File: src/rtl/calculadora.sv
// 8-digit decimal calculator controller: byte command bus in, digit-serial display writes out.
// Ports: clk, rst (async low), CMD[7:0]; busy, error, display_val[3:0], display_idx[2:0], display_wr.
module calculadora #(
  parameter int NDIG = 8
) (
  input  logic       clk,
  input  logic       rst,
  input  logic [7:0] CMD,
  output logic       busy,
  output logic       error,
  output logic [3:0] display_val,
  output logic [2:0] display_idx,
  output logic       display_wr
);

  typedef enum logic [1:0] {
    S_IDLE,
    S_EXEC,
    S_WRITE
  } state_t;

  typedef enum logic [1:0] {
    OP_NONE,
    OP_ADD,
    OP_SUB,
    OP_MUL
  } op_t;

  localparam logic [26:0] MAXV = 27'd99_999_999;
  localparam logic [26:0] LIM8 = 27'd10_000_000;
  localparam logic [2:0]  LAST = 3'(NDIG - 1);

  // Binary to 8 display digits, leading zeros above idx0 blanked.
  function automatic logic [31:0] to_disp(input logic [26:0] b);
    logic [31:0] r;
    logic        lead;
    r = '0;
    for (int i = 26; i >= 0; i--) begin
      for (int j = 0; j < 8; j++) begin
        if (r[j*4 +: 4] >= 4'd5)
          r[j*4 +: 4] = r[j*4 +: 4] + 4'd3;
      end
      r = {r[30:0], b[i]};
    end
    lead = 1'b1;
    for (int j = 7; j >= 1; j--) begin
      if (lead && r[j*4 +: 4] == 4'd0)
        r[j*4 +: 4] = 4'hF;
      else
        lead = 1'b0;
    end
    return r;
  endfunction

  state_t            state_q, state_d;
  op_t               op_q, op_d;
  logic [7:0]        prev_q, prev_d;
  logic [26:0]       a_q, a_d;
  logic [26:0]       b_q, b_d;
  logic              ent_q, ent_d;
  logic              res_q, res_d;
  logic              err_q, err_d;
  logic              echo_q, echo_d;
  logic [2:0]        idx_q, idx_d;
  logic [4*NDIG-1:0] buf_q, buf_d;

  logic [53:0] wide;
  logic        ovf;
  logic        cmd_ok;
  logic        do_echo;
  logic [3:0]  code;
  logic [26:0] cur;

  assign busy        = (state_q != S_IDLE) && !echo_q;
  assign error       = err_q;
  assign display_wr  = (state_q == S_WRITE);
  assign display_idx = idx_q;
  assign display_val = display_wr ? buf_q[{idx_q, 2'b00} +: 4] : 4'h0;

  assign code   = CMD[3:0];
  assign cur    = ent_q ? b_q : a_q;
  assign cmd_ok = (CMD != prev_q) && (CMD[7:4] == 4'h0) && !busy &&
                  (!err_q || code == 4'hF);

  // Full-width arithmetic so a product can never wrap past the limit.
  always_comb begin
    wide = {27'd0, a_q};
    case (op_q)
      OP_ADD:  wide = {27'd0, a_q} + {27'd0, b_q};
      OP_SUB:  wide = {27'd0, a_q} - {27'd0, b_q};
      OP_MUL:  wide = {27'd0, a_q} * {27'd0, b_q};
      default: wide = {27'd0, a_q};
    endcase
  end

  assign ovf = ((op_q == OP_SUB) && (b_q > a_q)) ||
               (wide > {27'd0, MAXV});

  always_comb begin
    state_d = state_q;
    op_d    = op_q;
    prev_d  = CMD;
    a_d     = a_q;
    b_d     = b_q;
    ent_d   = ent_q;
    res_d   = res_q;
    err_d   = err_q;
    echo_d  = echo_q;
    idx_d   = idx_q;
    buf_d   = buf_q;
    do_echo = 1'b0;

    case (state_q)
      S_EXEC: begin
        state_d = S_WRITE;
        idx_d   = '0;
        if (ovf) begin
          err_d = 1'b1;
          buf_d = {NDIG{4'hE}};
        end else begin
          a_d   = wide[26:0];
          b_d   = '0;
          op_d  = OP_NONE;
          ent_d = 1'b0;
          res_d = 1'b1;
          buf_d = to_disp(wide[26:0]);
        end
      end
      S_WRITE: begin
        idx_d = idx_q + 3'd1;
        if (idx_q == LAST) begin
          state_d = S_IDLE;
          echo_d  = 1'b0;
          idx_d   = '0;
        end
      end
      default: ;
    endcase

    if (cmd_ok) begin
      unique case (1'b1)
        (code <= 4'd9): begin
          do_echo = 1'b1;
          if (res_q) begin
            // Fresh number after a result replaces it.
            a_d   = {23'd0, code};
            b_d   = '0;
            op_d  = OP_NONE;
            ent_d = 1'b0;
            res_d = 1'b0;
          end else if (cur < LIM8) begin
            if (ent_q) b_d = cur * 27'd10 + {23'd0, code};
            else       a_d = cur * 27'd10 + {23'd0, code};
          end
        end
        (code == 4'hA), (code == 4'hB), (code == 4'hC): begin
          op_d  = (code == 4'hA) ? OP_ADD :
                  (code == 4'hB) ? OP_SUB : OP_MUL;
          res_d = 1'b0;
          if (!ent_q) begin
            ent_d = 1'b1;
            b_d   = '0;
          end
        end
        (code == 4'hD): begin
          state_d = S_EXEC;
          echo_d  = 1'b0;
          idx_d   = '0;
        end
        (code == 4'hE): begin
          do_echo = 1'b1;
          if (ent_q) b_d = cur / 27'd10;
          else       a_d = cur / 27'd10;
        end
        (code == 4'hF): begin
          do_echo = 1'b1;
          a_d     = '0;
          b_d     = '0;
          op_d    = OP_NONE;
          ent_d   = 1'b0;
          res_d   = 1'b0;
          err_d   = 1'b0;
        end
      endcase
    end

    if (do_echo) begin
      state_d = S_WRITE;
      idx_d   = '0;
      echo_d  = 1'b1;
      buf_d   = to_disp(ent_d ? b_d : a_d);
    end
  end

  always_ff @(posedge clk or negedge rst) begin
    if (!rst) begin
      state_q <= S_IDLE;
      op_q    <= OP_NONE;
      prev_q  <= 8'h00;
      a_q     <= '0;
      b_q     <= '0;
      ent_q   <= 1'b0;
      res_q   <= 1'b0;
      err_q   <= 1'b0;
      echo_q  <= 1'b0;
      idx_q   <= '0;
      buf_q   <= '0;
    end else begin
      state_q <= state_d;
      op_q    <= op_d;
      prev_q  <= prev_d;
      a_q     <= a_d;
      b_q     <= b_d;
      ent_q   <= ent_d;
      res_q   <= res_d;
      err_q   <= err_d;
      echo_q  <= echo_d;
      idx_q   <= idx_d;
      buf_q   <= buf_d;
    end
  end

endmodule

File: config.mk
export PLATFORM = sky130hd
export DESIGN_NAME = calculadora
export DESIGN_NICKNAME = d
export VERILOG_FILES = /design/src/rtl/calculadora.sv
export SDC_FILE = /design/constraint.sdc
export NUM_CORES = 2
export LEC_CHECK = 0
export CORE_ASPECT_RATIO = 0.5
export CORE_UTILIZATION = 30
export DETAILED_ROUTE_END_ITERATION = 8
export HOLD_SLACK_MARGIN = 0.03
export SYNTH_ARGS = -nofsm -noshare
export SYNTH_HDL_FRONTEND = slang
export SYNTH_SLANG_ARGS = --single-unit
File: constraint.sdc
create_clock -name clk -period 59.9 [get_ports clk]
set_input_delay 5.99 -clock clk [delete_from_list [all_inputs] [get_ports clk]]
set_output_delay 5.99 -clock clk [all_outputs]
set_load 0.03 [all_outputs]
Word level (Yosys, flattened, before mapping) --
Cells that the tools add are included. W data, S select, Z words.
Storage, ports and cells: logic and storage cells 1157, output and inout port bits 10, register bits after elaboration 105, bits of input ports 10
Cells by class: muxes and demuxes 647, multiply operators 2, $add $sub $neg 220, reductions and logical operators 42, shift-type cells 1, order comparisons 220, equal/unequal tests 13, div/mod/pow operators 1
Operators by type and width (count):
- $mux W4 | 540
- $ge A4 B3 Y1 const B | 200
- $add A4 B2 Y4 const B | 196
- $mux W27 | 17
- $pmux W54 S3 | 1
- $pmux W27 S4 | 1
- $mux W32 | 3
- $pmux W27 S3 | 1
- $logic_not A4 Y1 | 15
- $mux W3 | 19
- $add A3 B2 Y4 const B | 14
- $gt A54 B27 Y1 const B | 1
- $mul A27 B27 Y54 | 1
- $mux W1 | 51
- $ge A3 B3 Y1 const B | 16
- $shiftx A32 B6 Y4 | 1
- $add A27 B27 Y28 | 1
- $sub A27 B27 Y28 | 1
- $add A27 B4 Y27 | 1
- $div A27 B4 Y27 const B | 1
- $gt A27 B27 Y1 | 1
- $lt A27 B24 Y1 const B | 1
- $mul A27 B3 Y26 const B | 1
- $eq A4 B4 Y1 const B | 6
- other kinds (19) | 56

Longest topological paths before layout --
word-level depth 127, depth in mapped cells 205

Worst setup path after synthesis --
No wires, ideal clock.
path type input -> register, start point input port CMD[2], end point register buf_q[5], data required time 59.818 ns, arrival time 36.879 ns, buffers on the path 6, stages 177, setup time 0.082 ns, slack 22.939 ns, cells stage by stage clkbuf_1 > inv_1 > fa_1 > nor2b_1 > o21ai_0 > nor3b_1 > nand3_1 > inv_1 > nand2_1 > nor4_1 > nand4b_1 > xnor2_1 > and3_1 > nor2_1 > mux2_2 > o2bb2ai_1 > inv_1 > ha_1 > [... 141 more ...] > xnor2_1 > ha_1 > nor2b_1 > or4_1 > a31oi_1 > or2_1 > buf_2 > inv_1 > ha_1 > nand2b_1 > nand3_1 > o211a_1 > o22ai_1 > o211ai_1 > nand4b_4 > nor4_4 > nand4_1 > a31oi_1
On the way: cells in the longest elaborated chain, start to end 100, elaborated cells on any way between the ends 489, those cells by class add/sub: 109; order compare: 109; eq/ne: 6; mux: 245; reduce/logical: 20
Ends and longest elaborated chain:
- from (decl) | line 8 | input logic [7:0] CMD,
- $add A27 B4 Y27 | line 152, 153
- $mux W27 | line 152 | if (ent_q) b_d = cur * 27'd10 + {23'd0, code};
- $mux W27 | line 151 | end else if (cur < LIM8) begin
- $mux W27 | line 144 | if (res_q) begin
- $pmux W27 S4 or $pmux W27 S3 (tied branches) | line 141 | unique case (1'b1)
- $mux W27 | line 140 | if (cmd_ok) begin
- $mux W27 | line 191 | buf_d = to_disp(ent_d ? b_d : a_d);
- $add A3 B2 Y4 or $ge A3 B3 Y1 (tied branches) | line 41, 40
- [... 84 more ...]
- $mux W1 | line 47 | if (lead && r[j*4 +: 4] == 4'd0)
- $mux W1 | line 187 | if (do_echo) begin
- $logic_and A1 B1 Y1 | line 47
- $mux W1 | line 47
- $mux W1 | line 187
- $logic_and A1 B1 Y1 | line 47
- $mux W4 | line 47
- $mux W32 | line 187
- to (signal assigned) | line 219 | buf_q <= buf_d;
- to (decl) | line 65 | logic [4*NDIG-1:0] buf_q, buf_d;
Parallel ways exist; a longest one is shown, timed or not. The select of a mux whose other input is x is not followed. A chain may end at the register's enable or synchronous reset.

Worst setup path after layout --
start point register a_q[10], end point register buf_q[7]
On the way: elaborated cells on any way between the ends 1070, those cells by class add/sub: 219; mul: 2; div: 1; order compare: 219; mux: 601; reduce/logical: 28
RTL lines:
- from (decl) | line 58 | logic [26:0] a_q, a_d;
- from (signal assigned) | line 200 | a_q <= '0;
- from (signal assigned) | line 212 | a_q <= a_d;
- parallel branches: the longest is 10 deep, another holds $div A27 B4 Y27
- $mux W27 * | line 140
- via a_d[24] | line 58
- $mux W27 * | line 191
- $add A3 B2 Y4 or $ge A3 B3 Y1 (tied branches) | line 41, 40
- $mux W4 * | line 40 | if (r[j*4 +: 4] >= 4'd5)
- $mux W4 * | line 187
- $add A4 B2 Y4 or $ge A4 B3 Y1 (tied branches) | line 41, 40
- [... 81 more ...]
- $mux W1 | line 47
- $mux W1 | line 187
- $logic_and A1 B1 Y1 | line 47
- $mux W1 | line 47
- $mux W1 | line 187
- $logic_and A1 B1 Y1 | line 47
- $mux W4 * | line 47
- $mux W32 * | line 187
Mark *: on every way through the listed nets, which the timed path passes. The select of a mux whose other input is x is not followed.

==> impl_results.md <==
* Status: complete, no violations
* CP Launch Point: a_q[10]
* CORE AREA at 229200 um2
* Final Setup Violations at 0
* CP Class: flip-flop to flip-flop
* I/O pins at 20
* Min-delay src: buf_q[31]
* Largest net degree at the start of global routing at 60
* Crit path top cell by count: ha_1
* Die ar. at 233400 um2
* Worst R2R Path Depth at 183
* TritonCTS Buffers at 9
* Critical path depth at 183
* Synth Register Bits at 105
* Multi-input gate area at 60620 um2
* CTS HTree Levels at 3
* Sequential share of the synthesized area at 3.786%
* Port Buf Inserts at 19
* Clock sink count at 105
* CP max stage delay at 0.82 ns
* Drt initial violations at 5354
* CTS root buf: clkbuf_16
* Most frequent cells after synthesis: 1247 x inv_1, 1031 x nand2_1, 733 x ha_1
* Post-CTS sizing at 0
* GR Overflow Total at 0
* Flop-to-flop setup slack at 16.44 ns
* GP Congestion at 0.9675
* Hpwl dp at 170900 um
* TritonCTS clock tree: yes
* Starting Density at 30.28%
* Final Skew at 0.01430 ns
* Crit share post-route at 72.56%
* Maximum clock rate at 23.01 MHz
* Asr flop ratio synth at 100.0%
* Clock Pin Slew Worst Setup and Hold Paths at 0.07 ns
* Critical Path End Type: flip-flop
* Most common cell in the netlist: inv_1
* Minimum clock period at 43.46 ns
* Top cell type's share of synthesized area at 18.12%
* Vias at 66070
* Pre-antenna DRT Iters at 9
* Crit Reg-Reg Endpoint: buf_q[7]
* First-pass GRT wire length at 340200 um
* Area delta synth->final at 5.479%
* Reg-to-Reg Start: a_q[10]
* Syn_nets at 10490
* Slowest CP cell: dfrtp_1
* Layout net count at 10310
* Netlist cell types at 140
* CP required at 60.22 ns
* Critical Path Start Type: flip-flop
* Final hold slack at 0.4887 ns
* Crit path max fanout at 48
* Cell taking the most area after synthesis: fa_1
* Top cells by area, synth: fa_1 18%, ha_1 13%, inv_1 6.7%, nand2_1 5.6%, mux2i_1 4.1%
* Clk buf depth at 2
* Arrival @ worst endpoint at 43.78 ns
* Antenna Violating Nets Remaining at 0
* Slew HR at 12.08%
* Worst Path Buf+Inv at 25
* FF+latch area at 2630 um2
* Delay-heaviest family, CP: simple AND/OR/NAND/NOR gates
* RSZ-0062 raised after global routing: false
* DRC at 0
* Cell Rows at 124
* Total of max-cap violations at 0
* Ys flop type: dfrtp_1
* Post-Route WL at 212400 um
* Mean Syn Cell Area at 7.607 um2
* Worst Tran Pin Value at 1.309 ns
* YS warnings at 0
* EDFF count, synth at 0
* DIE HEIGHT at 342.1 um
* Vias per inst at 5.493
* Setup Buffers After CTS at 0
* Initial antenna violation count at 3
* Die Wd at 682.2 um
* Slew Viols, Final at 0
* Hold buffers post-CTS at 0
* Synth Instances at 9123
* Setup TNS at 0 ns
* Critical Path Sink: buf_q[7]
* Cell area after synthesis at 69400 um2
* Layout cells sized above 1 at 6.466%
* Routed wire per std cell at 17.66 um
* Hold Vio Cnt, Final at 0
* Clock latency on the worst-skew pair at 0.41 ns
* HP Class: flip-flop to flip-flop
* Total GRT Usage at 17.67%
* Fillcell total at 24420
* Vias in the first global route at 63220
* End-of-flow core utilization at 31.94%
[tightest hold or removal path: stages, from the launching register on]
cell and delay [ns]:
dfrtp_1 0.34, nand2_1 0.05, o21ai_0 0.06
[metal layers]
| layer | vias up | routed length [um] | GRT usage, % |
|---|---|---|---|
| li1 | 31560 | - | - |
| met4 | 2 | 6761 | 5.264 |
| met2 | 2211 | 93690 | 28.81 |
| met3 | 369 | 15810 | 2.450 |
| met1 | 31920 | 96170 | 24.21 |
| met5 | - | 12 | 0 |
[how the worst min path moves through the flow]
stage                end  slack (ns)  cells past startpoint
5_1_grt        buf_q[29]        0.51                      1
3_5_place_dp   buf_q[31]        0.48                      2
6_report       buf_q[31]        0.49                      2
4_1_cts        buf_q[31]        0.50                      2
3_3_place_gp   buf_q[31]        0.46                      2
2_1_floorplan  buf_q[29]        0.44                      1
[cell usage in the layout, fill, tap and decap left out, types with 168 or more instances in the layout]
cell | Yosys | layout
o21ai_0 | 330 | 330
xnor2_1 | 198 | 198
inv_1 | 1247 | 1247
nor2_1 | 539 | 539
fa_1 | 628 | 628
nor3_1 | 168 | 168
a21oi_1 | 444 | 443
mux2i_1 | 286 | 286
nand2b_1 | 189 | 189
ha_1 | 733 | 733
and2_1 | 232 | 232
nand2_1 | 1031 | 1031
[kinds of logic (layout without fill, tap and decap cells)]
logic type	Yosys count	in the layout	share of synthesized area [%]
simple gates	3030	3030	21.76
compound gates	2249	2249	23.07
buf+inv	1621	1437	8.874
fa+ha+maj	1370	1370	31.46
mux	479	479	7.540
xor+xnor	269	269	3.514
flops	105	105	3.786
other cells	0	1	0
[area by class of cell]
type	instances	area share, %
Multi-Input combinational cell	7397	82.82
Inverter	1309	6.716
Tap cell	3087	5.277
Sequential cell	105	3.593
Timing Repair Buffer	112	1.210
Clock buffer	11	0.3316
Clock inverter	5	0.05128
Antenna cell	1	0.003419
[flip-flops by register name (all words and copies together), names as in the netlist]
| signal | cells |
|---|---|
| op_q | 2 |
| b_q | 27 |
| echo_q | 1 |
| a_q | 27 |
| error | 1 |
| display_idx | 3 |
| state_q | 2 |
| ent_q | 1 |
| res_q | 1 |
| buf_q | 32 |
| prev_q | 8 |
[metrics by stage]
step / worst slack, ns / area, um2 / instances
3_5_place_dp: 17.03 / 72920 / 12010
4_1_cts: 16.81 / 73200 / 12030
2_1_floorplan: 22.94 / 69400 / 9123
6_report: 16.44 / 73200 / 12030
3_3_place_gp: 17.95 / 72920 / 12010
5_1_grt: 12.82 / 73200 / 12030
Power is not shown: default switching activity piles up to over one toggle a cycle in this logic, so the estimate is an artifact.
